$ cat src/rtl/fix_decimate_acc_pkg.sv
// fix_decimate_acc_pkg: shared widths and out-of-range mode for the decimator.
// The out-of-range mode is chosen at build time by FIX_DECIMATE_SAT_EN (clamp when defined, wrap otherwise).
package fix_decimate_acc_pkg;

    typedef enum logic {
        MODE_WRAP,
        MODE_SAT
    } ovf_mode_e;

`ifdef FIX_DECIMATE_SAT_EN
    localparam ovf_mode_e OVF_MODE = MODE_SAT;
`else
    localparam ovf_mode_e OVF_MODE = MODE_WRAP;
`endif

    function automatic int fix_w(input int n_int, input int n_mant);
        return n_int + n_mant + 1;
    endfunction

    // Room for OSR full-scale samples, so the frame sum can never overflow.
    function automatic int acc_w(input int n_int, input int n_mant, input int osr);
        return fix_w(n_int, n_mant) + $clog2(osr);
    endfunction

endpackage

$ cat src/rtl/fix_round_sat.sv
// fix_round_sat: rescale a wide signed sum to the output format, rounding half up and clamping or wrapping.
module fix_round_sat
    import fix_decimate_acc_pkg::*;
#(
    parameter int        AW         = 35,
    parameter int        n_mant_in  = 23,
    parameter int        n_int_out  = 8,
    parameter int        n_mant_out = 23,
    parameter ovf_mode_e MODE       = OVF_MODE
) (
    input  logic [AW-1:0]                            sum_i,
    output logic [fix_w(n_int_out, n_mant_out)-1:0] res_o,
    output logic                                     ovf_o
);

    localparam int OW = fix_w(n_int_out, n_mant_out);
    localparam int LS = n_mant_out > n_mant_in ? n_mant_out - n_mant_in : 0;
    localparam int RS = n_mant_in > n_mant_out ? n_mant_in - n_mant_out : 0;
    // One spare bit absorbs the rounding carry; at least OW+1 bits so the range test has a guard bit.
    localparam int EW = (AW + LS + 1 > OW + 1) ? AW + LS + 1 : OW + 1;

    logic signed [EW-1:0] ext;
    logic signed [EW-1:0] r;
    logic [EW-OW:0]       hi;

    assign ext = EW'($signed(sum_i));

    if (RS > 0) begin : g_rnd
        localparam logic signed [EW-1:0] HALF = EW'(64'sd1 << (RS - 1));
        assign r = (ext + HALF) >>> RS;
    end else begin : g_shl
        assign r = ext <<< LS;
    end

    // In range only when every bit above the output sign bit repeats it.
    assign hi    = r[EW-1:OW-1];
    assign ovf_o = !((&hi) || !(|hi));
    assign res_o = (ovf_o && MODE == MODE_SAT) ? {r[EW-1], {(OW-1){~r[EW-1]}}} : r[OW-1:0];

endmodule

$ cat src/rtl/fix_decimate_acc.sv
// fix_decimate_acc: sums OSR signed samples per frame and presents the rescaled result on valid/ready.
// Build option FIX_DECIMATE_SAT_EN: clamp out-of-range results instead of wrapping them.
module fix_decimate_acc
    import fix_decimate_acc_pkg::*;
#(
    parameter int n_int_in   = 8,
    parameter int n_mant_in  = 23,
    parameter int n_int_out  = 8,
    parameter int n_mant_out = 23,
    parameter int OSR        = 8
) (
    input  logic                                     clk,
    input  logic                                     rst,
    input  logic [fix_w(n_int_in, n_mant_in)-1:0]   in,
    input  logic                                     in_valid,
    output logic                                     in_ready,
    input  logic                                     clear,
    output logic [fix_w(n_int_out, n_mant_out)-1:0] out,
    output logic                                     out_valid,
    input  logic                                     out_ready,
    output logic                                     ovf
);

    localparam int AW = acc_w(n_int_in, n_mant_in, OSR);
    localparam int OW = fix_w(n_int_out, n_mant_out);
    localparam int CW = $clog2(OSR);

    logic [CW-1:0]        cnt_q, cnt_d;
    logic signed [AW-1:0] acc_q, acc_d, in_ext, sum;
    logic [OW-1:0]        out_q, out_d, res;
    logic                 out_valid_q, out_valid_d, ovf_q, ovf_d;
    logic                 res_ovf, last, first, accept, done;

    assign in_ext = AW'($signed(in));
    assign last   = cnt_q == CW'(OSR - 1);
    // Only the frame-completing sample must wait for a free holding register.
    assign in_ready = !(last && out_valid_q && !out_ready);
    assign accept   = in_valid && in_ready;
    // A clear restarts the frame, so a sample arriving with it is the first of the new frame.
    assign first = clear || cnt_q == '0;
    assign done  = accept && !clear && last;
    assign sum   = first ? in_ext : acc_q + in_ext;

    fix_round_sat #(
        .AW        (AW),
        .n_mant_in (n_mant_in),
        .n_int_out (n_int_out),
        .n_mant_out(n_mant_out)
    ) u_round (
        .sum_i(sum),
        .res_o(res),
        .ovf_o(res_ovf)
    );

    // Next-state for frame counter, accumulator, holding register and sticky overflow.
    always_comb begin
        cnt_d       = accept ? (first ? CW'(1) : last ? '0 : cnt_q + CW'(1)) : clear ? '0 : cnt_q;
        acc_d       = accept ? sum : acc_q;
        out_d       = done ? res : out_q;
        out_valid_d = done || (out_valid_q && !out_ready);
        ovf_d       = ovf_q || (done && res_ovf);
    end

    // State registers with asynchronous active-low reset.
    always_ff @(posedge clk or negedge rst) begin
        if (!rst) begin
            cnt_q       <= '0;
            acc_q       <= '0;
            out_q       <= '0;
            out_valid_q <= 1'b0;
            ovf_q       <= 1'b0;
        end else begin
            cnt_q       <= cnt_d;
            acc_q       <= acc_d;
            out_q       <= out_d;
            out_valid_q <= out_valid_d;
            ovf_q       <= ovf_d;
        end
    end

    assign out       = out_q;
    assign out_valid = out_valid_q;
    assign ovf       = ovf_q;

endmodule

$ cat config.mk
export PLATFORM = sky130hd
export DESIGN_NAME = fix_decimate_acc
export DESIGN_NICKNAME = d
export VERILOG_FILES = /design/src/rtl/fix_decimate_acc_pkg.sv /design/src/rtl/fix_round_sat.sv /design/src/rtl/fix_decimate_acc.sv
export SDC_FILE = /design/constraint.sdc
export NUM_CORES = 1
export LEC_CHECK = 0
export CORE_ASPECT_RATIO = 1.25
export CORE_UTILIZATION = 38
export DETAILED_ROUTE_END_ITERATION = 7
export GPL_TIMING_DRIVEN = 0
export SLEW_MARGIN = 10
export SYNTH_ARGS = -nofsm -noshare
export SYNTH_HDL_FRONTEND = slang
export SYNTH_SLANG_ARGS = --single-unit
$ cat constraint.sdc
create_clock -name clk -period 3.2 [get_ports clk]
set_clock_uncertainty 0.15 [all_clocks]
set_input_delay 0.64 -clock clk [delete_from_list [all_inputs] [get_ports clk]]
set_output_delay 0.64 -clock clk [all_outputs]
set_load 0.1 [all_outputs]
---- Word-level counts from Yosys, hierarchy flattened ----
Index checks and enable logic that the tools add are counted.
storage, ports and cells
  word-level logic and storage cells ...... 33
  flip-flop bits (word level) ............. 72
cells by class
  muxes and demuxes ....................... 5
  equality and inequality tests ........... 1
  add/sub/neg operators ................... 2
  reductions and logical operators ........ 20
operator list
  kind                 count
  $add 35x32->35       1
  $mux 35              1
  $mux 3               4
  $logic_and 1x1->1    7
  $logic_not 1->1      5
  $logic_or 1x1->1     4
  $reduce_and 4->1     1
  $reduce_or 4->1      1
  $add 3x1->3 const B  1
  $eq 3x3->1 const B   1
  $logic_not 3->1      1
  $reduce_bool 2->1    1

---- Longest topological paths before layout ----
  depth in word-level cells ............... 9
  depth in mapped cells ................... 12
  mapped depth without buffers ............ 12

---- Modules after synthesis ----
A second synthesis with hierarchy kept.
unflattened totals
  cells, all modules ...................... 623
  area, all modules ....................... 5469.0 µm²
by module, submodules not included
  module            area an instance (µm²)  instances  cells an instance  seq. area each (µm²)
  fix_decimate_acc  5203.7                  1          588                1801.7
  fix_round_sat     265.3                   1          35                 0.0

---- Worst setup path before layout ----
OpenSTA, ideal clock, no wires.
  kind .................................... reg-to-reg
  start ................................... register out_valid_q, in the netlist out_valid
  end ..................................... register out_valid_q, in the netlist out_valid
  library setup time ...................... 0.143 ns
  buffers on the path ..................... 2
  data arrival time ....................... 3.323 ns
  stages on the path, launching flop included .. 7
  slack ................................... -0.415 ns
  path through ............................ dfrtp_1 > nand3b_1 > and2_1 > nand3b_1 > buf_1 > clkbuf_1 > o21ai_0
between the ends
  word-level cells in the longest chain between the ends .. 7
  elaborated cells on any way between the ends .. 8
  those cells by class .................... 8 x reduce/logical
ends and longest elaborated chain
  item                             line                    RTL
  start, declared                  fix_decimate_acc.sv:31  logic out_valid_q, out_valid_d, ovf_q, ovf_d;
  start signal, assigned           fix_decimate_acc.sv:76  out_valid_q <= out_valid_d;
  $logic_and 1x1->1 (2 in series)  fix_decimate_acc.sv:37  assign in_ready = !(last && out_valid_q && !out_ready);
  $logic_not 1->1                  fix_decimate_acc.sv:37
  via in_ready                     fix_decimate_acc.sv:16  output logic in_ready,
  $logic_and 1x1->1                fix_decimate_acc.sv:38  assign accept = in_valid && in_ready;
  $logic_and 1x1->1 (2 in series)  fix_decimate_acc.sv:41  assign done = accept && !clear && last;
  $logic_or 1x1->1                 fix_decimate_acc.sv:60  out_valid_d = done || (out_valid_q && !out_ready);
  via out_valid_d                  fix_decimate_acc.sv:31
The timed path passes the listed nets, and every way through them passes these cells.
A chain may end at the register's enable or synchronous reset.

---- Worst setup path after layout ----
  start ................................... register acc_q[0]
  end ..................................... register ovf_q, in the netlist ovf
between the ends
  word-level cells in the longest chain between the ends .. 8
  elaborated cells on any way between the ends .. 9
  those cells by class .................... 1 x add/sub; 1 x mux; 7 x reduce/logical
ends and longest elaborated chain
  item                    line                    RTL
  start, declared         fix_decimate_acc.sv:29  logic signed [AW-1:0] acc_q, acc_d, in_ext, sum;
  start signal, assigned  fix_decimate_acc.sv:68  acc_q <= '0;
  start signal, assigned  fix_decimate_acc.sv:74  acc_q <= acc_d;
  $add 35x32->35 *        fix_decimate_acc.sv:42  assign sum = first ? in_ext : acc_q + in_ext;
  $mux 35 *               fix_decimate_acc.sv:42
  $reduce_or 4->1         fix_round_sat.sv:37     assign ovf_o = !((&hi) || !(|hi));
  $logic_not 1->1         fix_round_sat.sv:37
  $logic_or 1x1->1 *      fix_round_sat.sv:37
  $logic_not 1->1 *       fix_round_sat.sv:37
  $logic_and 1x1->1 *     fix_decimate_acc.sv:61  ovf_d = ovf_q || (done && res_ovf);
  $logic_or 1x1->1 *      fix_decimate_acc.sv:61
  via ovf_d               fix_decimate_acc.sv:31
  end signal, assigned    fix_decimate_acc.sv:77  ovf_q <= ovf_d;
  end, declared           fix_decimate_acc.sv:31
The timed path passes the listed nets; every way through them passes the cells marked *.

==> qor.csv <==
metric;value;unit
netlist_top_cells_area;sky130_fd_sc_hd__dfrtp_1 37%, sky130_fd_sc_hd__ha_1 9.5%, sky130_fd_sc_hd__nand2_1 8.1%, sky130_fd_sc_hd__o21ai_0 7.7%, sky130_fd_sc_hd__a21oi_1 5.0%;
outcome;finished with violations;
clk_pin_slew;60;ps
top_level_ports;72;
grt_pass1_wl;23.1;mm
required;3260;ps
crit_arrival;3330;ps
post_synth.cell_area_avg;8.48;sq um
cp-start-kind;flop;
post_cts_hold_buffer_count;0;
numPlacedInstances;811;
clock_tree_from_tritoncts;done;
gp_congestion;0.910;
post-synth-top-area-cell;sky130_fd_sc_hd__dfrtp_1;
tritoncts.num_buffers;9;
synth_flop_cell;sky130_fd_sc_hd__dfrtp_1;
worstRegToRegCells;12;
root_buffer_selected_by_cts;sky130_fd_sc_hd__clkbuf_16;
end_kind;flop;
post_synthesis_instance_total;575;
max_cap_violations;0;
p_int;2.40;mW
cp_cell_sequence;ha_4 -> fa_2 -> a21o_1 -> a221o_1 -> a31oi_4 -> nor4_2 -> nor3_2 -> a31oi_2 -> xnor2_1 -> and2_4 -> nor4bb_4 -> o41ai_2;
worst-slew-pin-transition;1240;ps
dr_total_vias;4554;
detail-route-antenna-nets;0;
power.leakage;2.88;nW
pin_count_of_the_biggest_net_entering_global_routing;38;
setup_viol_count_final;1;
worst-r2r-setup-slack;-70;ps
dominant_cell_by_count_in_the_synthesized_netlist;sky130_fd_sc_hd__nand2_1;
number_of_i_o_port_buffers;71;
slew-limit-headroom;17.3;%
critical_path.slowest_cell;sky130_fd_sc_hd__dfrtp_1;
power_density;595;mW/mm^2
total_switching_power;1.61;mW
setup_total_negative_slack;-72.9;ps
dp.final_hpwl;10.1;mm
clock_insertion_delay_worst_skew;350;ps
cp_top_family;compound AO/OA/AOI/OAI gates;
chipHeight;129;um
max_freq;0.306;GHz
htree_levels;3;
synth_enable_flop_cells;0;
power_frac_comb;48.5;%
first_global_vias;4676;
netSwitchingFraction;40.2;%
finalMaxSlewViolations;0;
totalPowerFinal;4.01;mW
final_net_count;747;
final.period_utilization;102;%
tritoncts_num_sinks;72;
yosys-top-cells-count;105 x sky130_fd_sc_hd__nand2_1, 75 x sky130_fd_sc_hd__o21ai_0, 72 x sky130_fd_sc_hd__dfrtp_1;
areaGrowthSynthToFinish;38.3;%
timing.hold.worst.class;primary input to async pin;
core.rowCount;45;
die_width;103;um
fp.dieArea;0.0133;sq mm
multiInputGateArea;0.00346;sq mm
ys_async_sr_fraction;100;%
detail_route.first_pass.iterations;4;
fin_crit;3270;ps
finalNonFillerCells;841;
globalRouteOverflowTotal;0;
setup.worst_path.class;flop to flop;
detail_route.iter0.violations;147;
routed_len_inst;17.2;um
drc;0;
setup_slack;-72.9;ps
antenna_found_initial;0;
initial_core_util;39.5;%
critical_path.max_stage_delay;410;ps
post_route_cells_drive_above_1_share;19.6;%
synthesis_warnings;0;
ir_worst_vdd;330;uV
synth.top_cell.area_share;37.0;%
clock_path_buffers;2;
num-fill-cells;1130;
finalWirelength;14.5;mm
clock_power_share;23.7;%
mappedNetlistNets;650;
synth-seq-cells;72;
synth_cell_types;53;
netlist_area;0.00487;sq mm
cp.buffers_inverters;0;
timing.final.hold_violations;0;
synth.yosys.seq_area_share;37.0;%
num_antenna_cells;0;
core;0.0123;sq mm
violations;setup timing;
unrepaired_setup_endpoints_after_global_routing;true;
path_max_fanout;3;
path_depth;12;
grt_use_total;22.9;%
area.sequential;0.00180;sq mm
vias_per_cell;5.41;
seq_power_share;27.8;%
[flip-flops by register name, summed over array words and instances, names as in the netlist]
| signal | count |
|---|---|
| out | 32 |
| ovf | 1 |
| out_valid | 1 |
| acc_q | 35 |
| cnt_q | 3 |
[cell type report]
cell class,instances,area share [%]
multi-input combinational,462,51.3
sequential,72,26.8
timing repair buffer,92,12.9
clock buffer,12,3.66
tap,164,3.04
buffer,23,1.36
inverter,12,0.668
clock inverter,4,0.297
[per-layer routing]
metal	part of all wire [%]	routed length, um	up-vias	global-route usage [%]
met5	0	0	-	0
met4	2.5	362	0	9.69
met3	3.5	508	22	3.15
met2	50	7290	97	39.5
met1	44	6330	2210	28.2
li1	-	-	2225	-
[cells by family after synthesis]
group / share of synthesized area, %
mux: 3.54
buf+inv: 3.29
simple gates: 17.1
xor+xnor: 5.93
compound gates: 23.3
fa+ha+maj: 9.91
flops: 37.0
[power by group through the flow]
stage               combinational [mW]  clock (mW)  sequential [mW]
floorplan                         1.01           0             1.28
global placement                  1.54           0             1.11
detailed placement                1.55           0             1.11
CTS                               1.79       0.966             1.11
global route                      2.11       0.998             1.13
finish                            1.94       0.951             1.11
[worst register-to-register path, cell delays in order (launching register included)]
cell                       delay, ps
sky130_fd_sc_hd__dfrtp_1         410
sky130_fd_sc_hd__ha_4            180
sky130_fd_sc_hd__fa_2            350
sky130_fd_sc_hd__a21o_1          200
sky130_fd_sc_hd__a221o_1         360
sky130_fd_sc_hd__a31oi_4         230
sky130_fd_sc_hd__nor4_2           90
sky130_fd_sc_hd__nor3_2          270
sky130_fd_sc_hd__a31oi_2         150
sky130_fd_sc_hd__xnor2_1         170
sky130_fd_sc_hd__and2_4          180
sky130_fd_sc_hd__nor4bb_4        290
sky130_fd_sc_hd__o41ai_2         110
[layout by cell type (no fill, tap or decap), types with 4 or more instances in the layout]
cell type | synthesis | final
sky130_fd_sc_hd__buf_4 | 0 | 21
sky130_fd_sc_hd__nor3_1 | 9 | 7
sky130_fd_sc_hd__clkdlybuf4s50_1 | 0 | 50
sky130_fd_sc_hd__nor2_1 | 44 | 43
sky130_fd_sc_hd__clkinv_2 | 0 | 4
sky130_fd_sc_hd__clkbuf_1 | 22 | 21
sky130_fd_sc_hd__nand3_1 | 5 | 5
sky130_fd_sc_hd__o21ai_0 | 75 | 62
sky130_fd_sc_hd__a211oi_2 | 1 | 4
sky130_fd_sc_hd__mux2i_1 | 6 | 5
sky130_fd_sc_hd__ha_4 | 0 | 21
sky130_fd_sc_hd__dlygate4sd2_1 | 0 | 13
sky130_fd_sc_hd__dlymetal6s2s_1 | 0 | 5
sky130_fd_sc_hd__a31oi_1 | 6 | 4
sky130_fd_sc_hd__inv_1 | 12 | 12
sky130_fd_sc_hd__xnor2_1 | 20 | 19
sky130_fd_sc_hd__o21ai_2 | 1 | 7
sky130_fd_sc_hd__a21o_1 | 12 | 12
sky130_fd_sc_hd__xor2_1 | 13 | 13
sky130_fd_sc_hd__o21ai_1 | 3 | 9
sky130_fd_sc_hd__nand2_1 | 105 | 103
sky130_fd_sc_hd__ha_1 | 37 | 13
sky130_fd_sc_hd__nand4_1 | 6 | 6
sky130_fd_sc_hd__a21oi_1 | 49 | 36
sky130_fd_sc_hd__o211ai_1 | 4 | 4
sky130_fd_sc_hd__mux2_2 | 10 | 10
sky130_fd_sc_hd__clkbuf_16 | 0 | 9
sky130_fd_sc_hd__dfrtp_1 | 72 | 71
sky130_fd_sc_hd__and3_1 | 6 | 5
sky130_fd_sc_hd__o21a_1 | 4 | 4
sky130_fd_sc_hd__a21oi_2 | 1 | 11
[stage by stage]
stage	util (%)	area (sq um)	hold WS [ps]	setup WS, ps
5_1_grt	54.7	6740	143	-207
4_1_cts	52.9	6530	122	-118
6_report	54.7	6740	101	-72.9
3_5_place_dp	47.5	5850	313	-1000
2_1_floorplan	-	4920	194	-69.2
3_3_place_gp	47.3	5830	308	-1570
[timing repair]
item / CTS / global route
endpoints found under the setup margin: 31 / 23
pin swaps: 30 / 22
hold endpoints to repair: 0 / 0
setup buffers: 18 / 2
resized for setup: 74 / 46
[path summary, 6_finish.rpt]
check / startpoint / to
worst max-delay path: acc_q[0] / ovf
worst min-delay path: rst / acc_q[32]
worst max register to register: acc_q[0] / ovf
worst min register to register: ovf / ovf
max in group asynchronous: rst / out[11]
min in group clk: ovf / ovf
Note: power is estimated with default switching activity, not from simulation.
